## src/rtl/borrow_select_subtractor_seq_if.sv

```systemverilog
// Operand/result bus for the sequential borrow-select subtractor.
// Valid/ready on both sides; the DUT uses the slave modport.
interface borrow_select_subtractor_seq_if #(
  parameter int unsigned WIDTH = 16
) ();
  logic             in_valid;
  logic             in_ready;
  logic [WIDTH-1:0] a;
  logic [WIDTH-1:0] b;
  logic             bin;
  logic             out_valid;
  logic             out_ready;
  logic [WIDTH-1:0] diff;
  logic             bout;
  logic             zero;
  logic             ovf;

  modport master (
    output in_valid, a, b, bin, out_ready,
    input  in_ready, out_valid, diff, bout, zero, ovf
  );

  modport slave (
    input  in_valid, a, b, bin, out_ready,
    output in_ready, out_valid, diff, bout, zero, ovf
  );
endinterface

```

## src/rtl/borrow_select_subtractor_seq.sv

```systemverilog
// Multi-cycle a - b - bin, one SLICE-bit borrow-select slice per clock, LSB first.
// Optional signed overflow flag enabled by macro BSS_SIGNED_OVF_EN.
module borrow_select_subtractor_seq #(
  parameter int unsigned WIDTH = 16,
  parameter int unsigned SLICE = 4
) (
  input  logic                          clk,
  input  logic                          rst,
  borrow_select_subtractor_seq_if.slave bus
);

  localparam int unsigned N     = WIDTH / SLICE;
  localparam int unsigned IDX_W = (N > 1) ? $clog2(N) : 1;
  localparam int unsigned SH_W  = $clog2(WIDTH) + 1;
  localparam int unsigned MSB   = WIDTH - 1;

  typedef enum logic [1:0] {IDLE, BUSY, DONE} state_t;

  state_t             r_state, w_state_nxt;
  logic [WIDTH-1:0]   r_a, w_a_nxt;
  logic [WIDTH-1:0]   r_b, w_b_nxt;
  logic               r_borrow, w_borrow_nxt;
  logic [IDX_W-1:0]   r_idx, w_idx_nxt;
  logic [WIDTH-1:0]   r_diff, w_diff_nxt;
  logic               r_bout, w_bout_nxt;
  logic               r_zero, w_zero_nxt;
  logic               r_ovf, w_ovf_nxt;
  logic               r_out_valid, w_out_valid_nxt;

  logic               w_in_ready;
  logic [SH_W-1:0]    w_sh;
  logic [WIDTH-1:0]   w_a_sh, w_b_sh;
  logic [SLICE-1:0]   w_a_k, w_b_k;
  logic [SLICE:0]     w_d0, w_d1, w_sel;
  logic [WIDTH-1:0]   w_mask, w_ins, w_diff_upd;
  logic               w_last;

  assign w_in_ready    = (r_state == IDLE) && !rst;
  assign bus.in_ready  = w_in_ready;
  assign bus.out_valid = r_out_valid;
  assign bus.diff      = r_diff;
  assign bus.bout      = r_bout;
  assign bus.zero      = r_zero;
  assign bus.ovf       = r_ovf;

  // Current slice of both operands, with both borrow-in outcomes precomputed
  assign w_sh   = SH_W'(r_idx) * SH_W'(SLICE);
  assign w_a_sh = r_a >> w_sh;
  assign w_b_sh = r_b >> w_sh;
  assign w_a_k  = w_a_sh[SLICE-1:0];
  assign w_b_k  = w_b_sh[SLICE-1:0];
  assign w_d0   = {1'b0, w_a_k} - {1'b0, w_b_k};
  assign w_d1   = {1'b0, w_a_k} - {1'b0, w_b_k} - (SLICE+1)'(1);
  assign w_sel  = r_borrow ? w_d1 : w_d0;

  assign w_mask     = WIDTH'({SLICE{1'b1}}) << w_sh;
  assign w_ins      = WIDTH'(w_sel[SLICE-1:0]) << w_sh;
  assign w_diff_upd = (r_diff & ~w_mask) | w_ins;
  assign w_last     = (r_idx == IDX_W'(N - 1));

  // Next-state and datapath updates
  always_comb begin
    w_state_nxt     = r_state;
    w_a_nxt         = r_a;
    w_b_nxt         = r_b;
    w_borrow_nxt    = r_borrow;
    w_idx_nxt       = r_idx;
    w_diff_nxt      = r_diff;
    w_bout_nxt      = r_bout;
    w_zero_nxt      = r_zero;
    w_out_valid_nxt = r_out_valid;
`ifdef BSS_SIGNED_OVF_EN
    w_ovf_nxt       = r_ovf;
`else
    w_ovf_nxt       = 1'b0;
`endif

    unique case (r_state)
      IDLE: begin
        if (bus.in_valid && w_in_ready) begin
          w_a_nxt      = bus.a;
          w_b_nxt      = bus.b;
          w_borrow_nxt = bus.bin;
          w_idx_nxt    = '0;
          w_state_nxt  = BUSY;
        end
      end
      BUSY: begin
        w_diff_nxt   = w_diff_upd;
        w_borrow_nxt = w_sel[SLICE];
        w_idx_nxt    = r_idx + IDX_W'(1);
        if (w_last) begin
          w_idx_nxt       = '0;
          w_bout_nxt      = w_sel[SLICE];
          w_zero_nxt      = (w_diff_upd == '0);
`ifdef BSS_SIGNED_OVF_EN
          w_ovf_nxt       = (r_a[MSB] != r_b[MSB]) && (w_diff_upd[MSB] != r_a[MSB]);
`endif
          w_out_valid_nxt = 1'b1;
          w_state_nxt     = DONE;
        end
      end
      DONE: begin
        if (bus.out_ready) begin
          w_out_valid_nxt = 1'b0;
          w_state_nxt     = IDLE;
        end
      end
      default: w_state_nxt = IDLE;
    endcase
  end

  always_ff @(posedge clk) begin
    if (rst) begin
      r_state     <= IDLE;
      r_a         <= '0;
      r_b         <= '0;
      r_borrow    <= 1'b0;
      r_idx       <= '0;
      r_diff      <= '0;
      r_bout      <= 1'b0;
      r_zero      <= 1'b0;
      r_ovf       <= 1'b0;
      r_out_valid <= 1'b0;
    end else begin
      r_state     <= w_state_nxt;
      r_a         <= w_a_nxt;
      r_b         <= w_b_nxt;
      r_borrow    <= w_borrow_nxt;
      r_idx       <= w_idx_nxt;
      r_diff      <= w_diff_nxt;
      r_bout      <= w_bout_nxt;
      r_zero      <= w_zero_nxt;
      r_ovf       <= w_ovf_nxt;
      r_out_valid <= w_out_valid_nxt;
    end
  end

endmodule

```

## src/flat_wrapper.sv

```systemverilog
// flat-port wrapper written by rule: the top's interface ports become plain ports
module borrow_select_subtractor_seq_flat 
#(
  parameter int unsigned WIDTH = 16,
  parameter int unsigned SLICE = 4
)
  (clk, rst, bus_in_valid, bus_a, bus_b, bus_bin, bus_out_ready, bus_in_ready, bus_out_valid, bus_diff, bus_bout, bus_zero, bus_ovf);
  borrow_select_subtractor_seq_if #(.WIDTH(WIDTH)) bus_i ();
  input  logic clk;
  input  logic rst;
  input wire logic [$bits(bus_i.in_valid)-1:0] bus_in_valid;
  input wire logic [$bits(bus_i.a)-1:0] bus_a;
  input wire logic [$bits(bus_i.b)-1:0] bus_b;
  input wire logic [$bits(bus_i.bin)-1:0] bus_bin;
  input wire logic [$bits(bus_i.out_ready)-1:0] bus_out_ready;
  output wire logic [$bits(bus_i.in_ready)-1:0] bus_in_ready;
  output wire logic [$bits(bus_i.out_valid)-1:0] bus_out_valid;
  output wire logic [$bits(bus_i.diff)-1:0] bus_diff;
  output wire logic [$bits(bus_i.bout)-1:0] bus_bout;
  output wire logic [$bits(bus_i.zero)-1:0] bus_zero;
  output wire logic [$bits(bus_i.ovf)-1:0] bus_ovf;
  assign bus_i.in_valid = bus_in_valid;
  assign bus_i.a = bus_a;
  assign bus_i.b = bus_b;
  assign bus_i.bin = bus_bin;
  assign bus_i.out_ready = bus_out_ready;
  assign bus_in_ready = bus_i.in_ready;
  assign bus_out_valid = bus_i.out_valid;
  assign bus_diff = bus_i.diff;
  assign bus_bout = bus_i.bout;
  assign bus_zero = bus_i.zero;
  assign bus_ovf = bus_i.ovf;
  borrow_select_subtractor_seq #(.WIDTH(WIDTH), .SLICE(SLICE)) u_core (.clk(clk), .rst(rst), .bus(bus_i));
endmodule
```

## config.mk

```make
export PLATFORM = sky130hd
export DESIGN_NAME = borrow_select_subtractor_seq_flat
export DESIGN_NICKNAME = d
export VERILOG_FILES = /design/src/rtl/borrow_select_subtractor_seq_if.sv /design/src/rtl/borrow_select_subtractor_seq.sv /design/src/flat_wrapper.sv
export SDC_FILE = /design/constraint.sdc
export NUM_CORES = 1
export LEC_CHECK = 0
export CAP_MARGIN = 40
export CORE_UTILIZATION = 50
export DETAILED_ROUTE_END_ITERATION = 8
export HOLD_SLACK_MARGIN = 0.1
export PLACE_DENSITY_LB_ADDON = 0.3
export SKIP_LAST_GASP = 1
export SLEW_MARGIN = 20
export SYNTH_ARGS = -nofsm -noshare
export SYNTH_HDL_FRONTEND = slang
export SYNTH_SLANG_ARGS = --single-unit
```

## constraint.sdc

```tcl
create_clock -name clk -period 6.7 [get_ports clk]
set_input_delay 1.34 -clock clk [delete_from_list [all_inputs] [get_ports clk]]
set_output_delay 1.34 -clock clk [all_outputs]
set_load 0.03 [all_outputs]
```

==> flow_summary.json <==
{
  "multi_input_area_sq_um": 1440,
  "final_hold_viol_count": 0,
  "yosys.area.top_type_share_pct": 41.3,
  "critPathLaunchType": "input port",
  "viasPerCell": 5.41,
  "core-area_sq_um": 5170,
  "synth_fp_nets": 348,
  "synthAdderAreaFrac_pct": 4.89,
  "grt_max_degree": 63,
  "tns_ns": 0,
  "syn2layout_area_growth_pct": 25.4,
  "cap_violations": 0,
  "insertion_delay_ns": 0.31,
  "drive_above_1_share_pct": 7.16,
  "reg2reg_depth": 9,
  "setup_viol": 0,
  "clock_sinks": 56,
  "synth_seq_cells": 56,
  "drcViolationCount": 0,
  "die_y_um": 75.7,
  "final_util_pct": 65.8,
  "grt_pass1_wl_um": 9380,
  "cts-root-buf": "clkbuf_8",
  "critical_path_buf_inv_count": 3,
  "critPathCaptureType": "primary output",
  "gp_congestion": 0.907,
  "drt_iter0_drc": 160,
  "timing.final.crit_share_pct": 64.5,
  "peakVddDrop_mv": 0.161,
  "synth_top_family_by_area": "simple AND/OR/NAND/NOR gates",
  "pwr_density_cell_nw_per_um2": 230,
  "synth_mux_area_share_pct": 7.38,
  "critPathMaxFanout": 62,
  "min-delay-start": "u_core.bus.out_valid",
  "grt_overflow": 0,
  "crit_slowest_cell": "clkdlybuf4s50_1",
  "synth_xor_area_share_pct": 2.44,
  "max_freq_ghz": 0.231,
  "antenna_found_initial": 0,
  "antennaDiodeCount": 0,
  "drt_first_pass_iters": 4,
  "avgSynthCellArea_sq_um": 9.02,
  "port-buffer-count": 56,
  "grt_pass1_vias": 2145,
  "routed_wl_um": 5650,
  "fin_nets": 395,
  "ys.flop_type": "dfxtp_1",
  "slew_viol_final": 0,
  "syn-cell-area_sq_um": 2710,
  "wl_per_cell_um": 13.5,
  "status": "finished clean",
  "worstPathArrival_ns": 2.98,
  "start_util_pct": 52.5,
  "synth.distinct_cells": 44,
  "fin_worst_skew_ns": 0.00629,
  "crit_type": "in -> out",
  "ys_warn_count": 0,
  "critical_path.top_delay_family": "buffers and inverters",
  "fill_cells": 440,
  "final_area_sq_um": 3400,
  "cp_common_cell": "clkdlybuf4s50_1",
  "vias": 2268,
  "synth_compound_area_share_pct": 14.8,
  "async_reset_ff_share_pct": 0,
  "dp_hpwl_um": 4000,
  "synthTopCellsByArea": "dfxtp_1 41%, nand2b_1 8.3%, o21ai_0 6.8%",
  "postPlaceCellArea_sq_um": 3290,
  "cts_made_buffers": 5,
  "slew-limit-headroom_pct": 57.7,
  "synth_simple_gate_area_share_pct": 23.3,
  "cts_setup_buffers": 0,
  "drt.antenna.violating_nets": 0,
  "crit_path_max_incr_delay_ns": 0.71,
  "clk_path_buf_depth": 2,
  "die-area_sq_um": 5730,
  "hold_end": "u_core.bus.out_valid",
  "worstPathCellList": "clkdlybuf4s50_1 -> buf_4 -> nor3_1 -> clkdlybuf4s50_1",
  "rrSetupSlack_ns": 3.26,
  "post_cts_resized": 0,
  "synth_edf_count": 0,
  "ys_seq_area_share_pct": 41.3,
  "tightest_slew_ns": 0.634,
  "htreeDepth": 2,
  "worstPathRequired_ns": 5.36,
  "r2r_start": "u_core.r_idx[0]",
  "p_leak_nw": 1.22,
  "fin_crit_ns": 4.32,
  "seqCellArea_sq_um": 1120,
  "die-width_um": 75.7,
  "hold_path_class": "reg -> reg",
  "syn-instance-count": 301,
  "hold_depth": 2,
  "grt_use_total_pct": 21.7,
  "yosys.area.top_type": "dfxtp_1",
  "postCtsHoldBufs": 0,
  "cts_tree": "built",
  "ioPinCount": 58,
  "timing.rr.end": "u_core.bus.zero",
  "rows": 26,
  "clkTransAtPathRegs_ns": 0.09,
  "grt_setup_unrepaired": "false"
}
where the power goes:
group	internal, W	switching [W]	leakage [nW]
sequential	0.000354	0.0000165	0.458
clock	0.000111	0.000108	0.0541
combinational	0.0000931	0.0000993	0.712
tightest hold or removal path, stage by stage (launching register included):
cell	delay, ns
dfxtp_1	0.33
nand2_1	0.06
a21oi_1	0.05
Yosys cell counts (all sizes together), types with 2 or more instances:
| cell type | count |
|---|---|
| dfxtp | 56 |
| nand2 | 41 |
| o21ai | 37 |
| nand2b | 36 |
| nor2 | 22 |
| clkbuf | 13 |
| ha | 9 |
| inv | 9 |
| mux4 | 8 |
| buf | 7 |
| nor3 | 7 |
| a32oi | 6 |
| a22oi | 5 |
| a21oi | 4 |
| nand3b | 4 |
| nor2b | 4 |
| xnor2 | 4 |
| nor4 | 3 |
| a211oi | 2 |
| a311oi | 2 |
| mux2i | 2 |
| nor3b | 2 |
| o31ai | 2 |
metal layers:
| layer | vias to the layer above | wire length [um] | global-route usage, % |
|---|---|---|---|
| li1 | 1129 | - | - |
| met1 | 1070 | 2750 | 28.9 |
| met2 | 62 | 2600 | 35.5 |
| met3 | 7 | 237 | 4.10 |
| met4 | 0 | 68 | 7.41 |
| met5 | - | 0 | 0 |
worst max path at each step:
stage          slack, ns  cells past startpoint            to  from
2_1_floorplan       3.22                      2  bus_in_ready   rst
3_3_place_gp        2.41                      4  bus_in_ready   rst
3_5_place_dp        2.37                      4  bus_in_ready   rst
4_1_cts             2.37                      4  bus_in_ready   rst
5_1_grt             2.25                      4  bus_in_ready   rst
6_report            2.38                      4  bus_in_ready   rst
registers in the layout, indices dropped and copies added, names as in the netlist:
| name | count |
|---|---|
| u_core.bus.bout | 1 |
| u_core.bus.diff | 16 |
| u_core.bus.out_valid | 1 |
| u_core.bus.zero | 1 |
| u_core.r_a | 16 |
| u_core.r_b | 16 |
| u_core.r_borrow | 1 |
| u_core.r_idx | 2 |
| u_core.r_state | 2 |
layout by cell type, fill, tap and decap left out, types with 2 or more instances in the layout:
cell	count
a311oi_1	2
nor2_1	21
xnor2_1	3
ha_1	9
a21oi_1	4
a22oi_1	5
a211oi_1	2
nor2b_1	4
o31ai_1	2
inv_1	9
mux2i_1	2
dfxtp_1	56
nor3b_1	2
buf_4	2
nand2_1	41
nand3b_1	4
nor4_1	3
mux4_2	8
a32oi_1	6
clkdlybuf4s50_1	56
nor3_1	7
o21ai_0	37
clkbuf_8	5
nand2b_1	36
logic make-up after synthesis:
logic type	count (synthesis)
AOI/OAI and AO/OA	65
buffers and inverters	29
xor gates and xnor gates	5
and+or+nand+nor	125
muxes	10
adders and majority gates	10
DFF	56
other	1
metrics by stage:
| step | hold WS, ns | std cells | worst slack, ns | total power, W |
|---|---|---|---|---|
| after detailed placement | 0.463 | 411 | 2.37 | 0.000567 |
| after global routing | 0.499 | 419 | 2.25 | 0.000822 |
| after global placement | 0.449 | 408 | 2.41 | 0.000560 |
| after CTS | 0.480 | 419 | 2.37 | 0.000786 |
| final | 0.478 | 419 | 2.38 | 0.000782 |
| after floorplan | 0.445 | 301 | 3.22 | 0.000506 |
layout make-up:
| type | instances | share of cell area (%) |
|---|---|---|
| multi-input cells | 216 | 42.3 |
| clock inverters | 3 | 1.25 |
| clock buffers | 5 | 2.02 |
| flip-flops and latches | 56 | 33.0 |
| inverters | 9 | 0.993 |
| well taps | 70 | 2.57 |
| repair buffers | 60 | 17.9 |
Note: power is estimated with default switching activity, not from simulation.
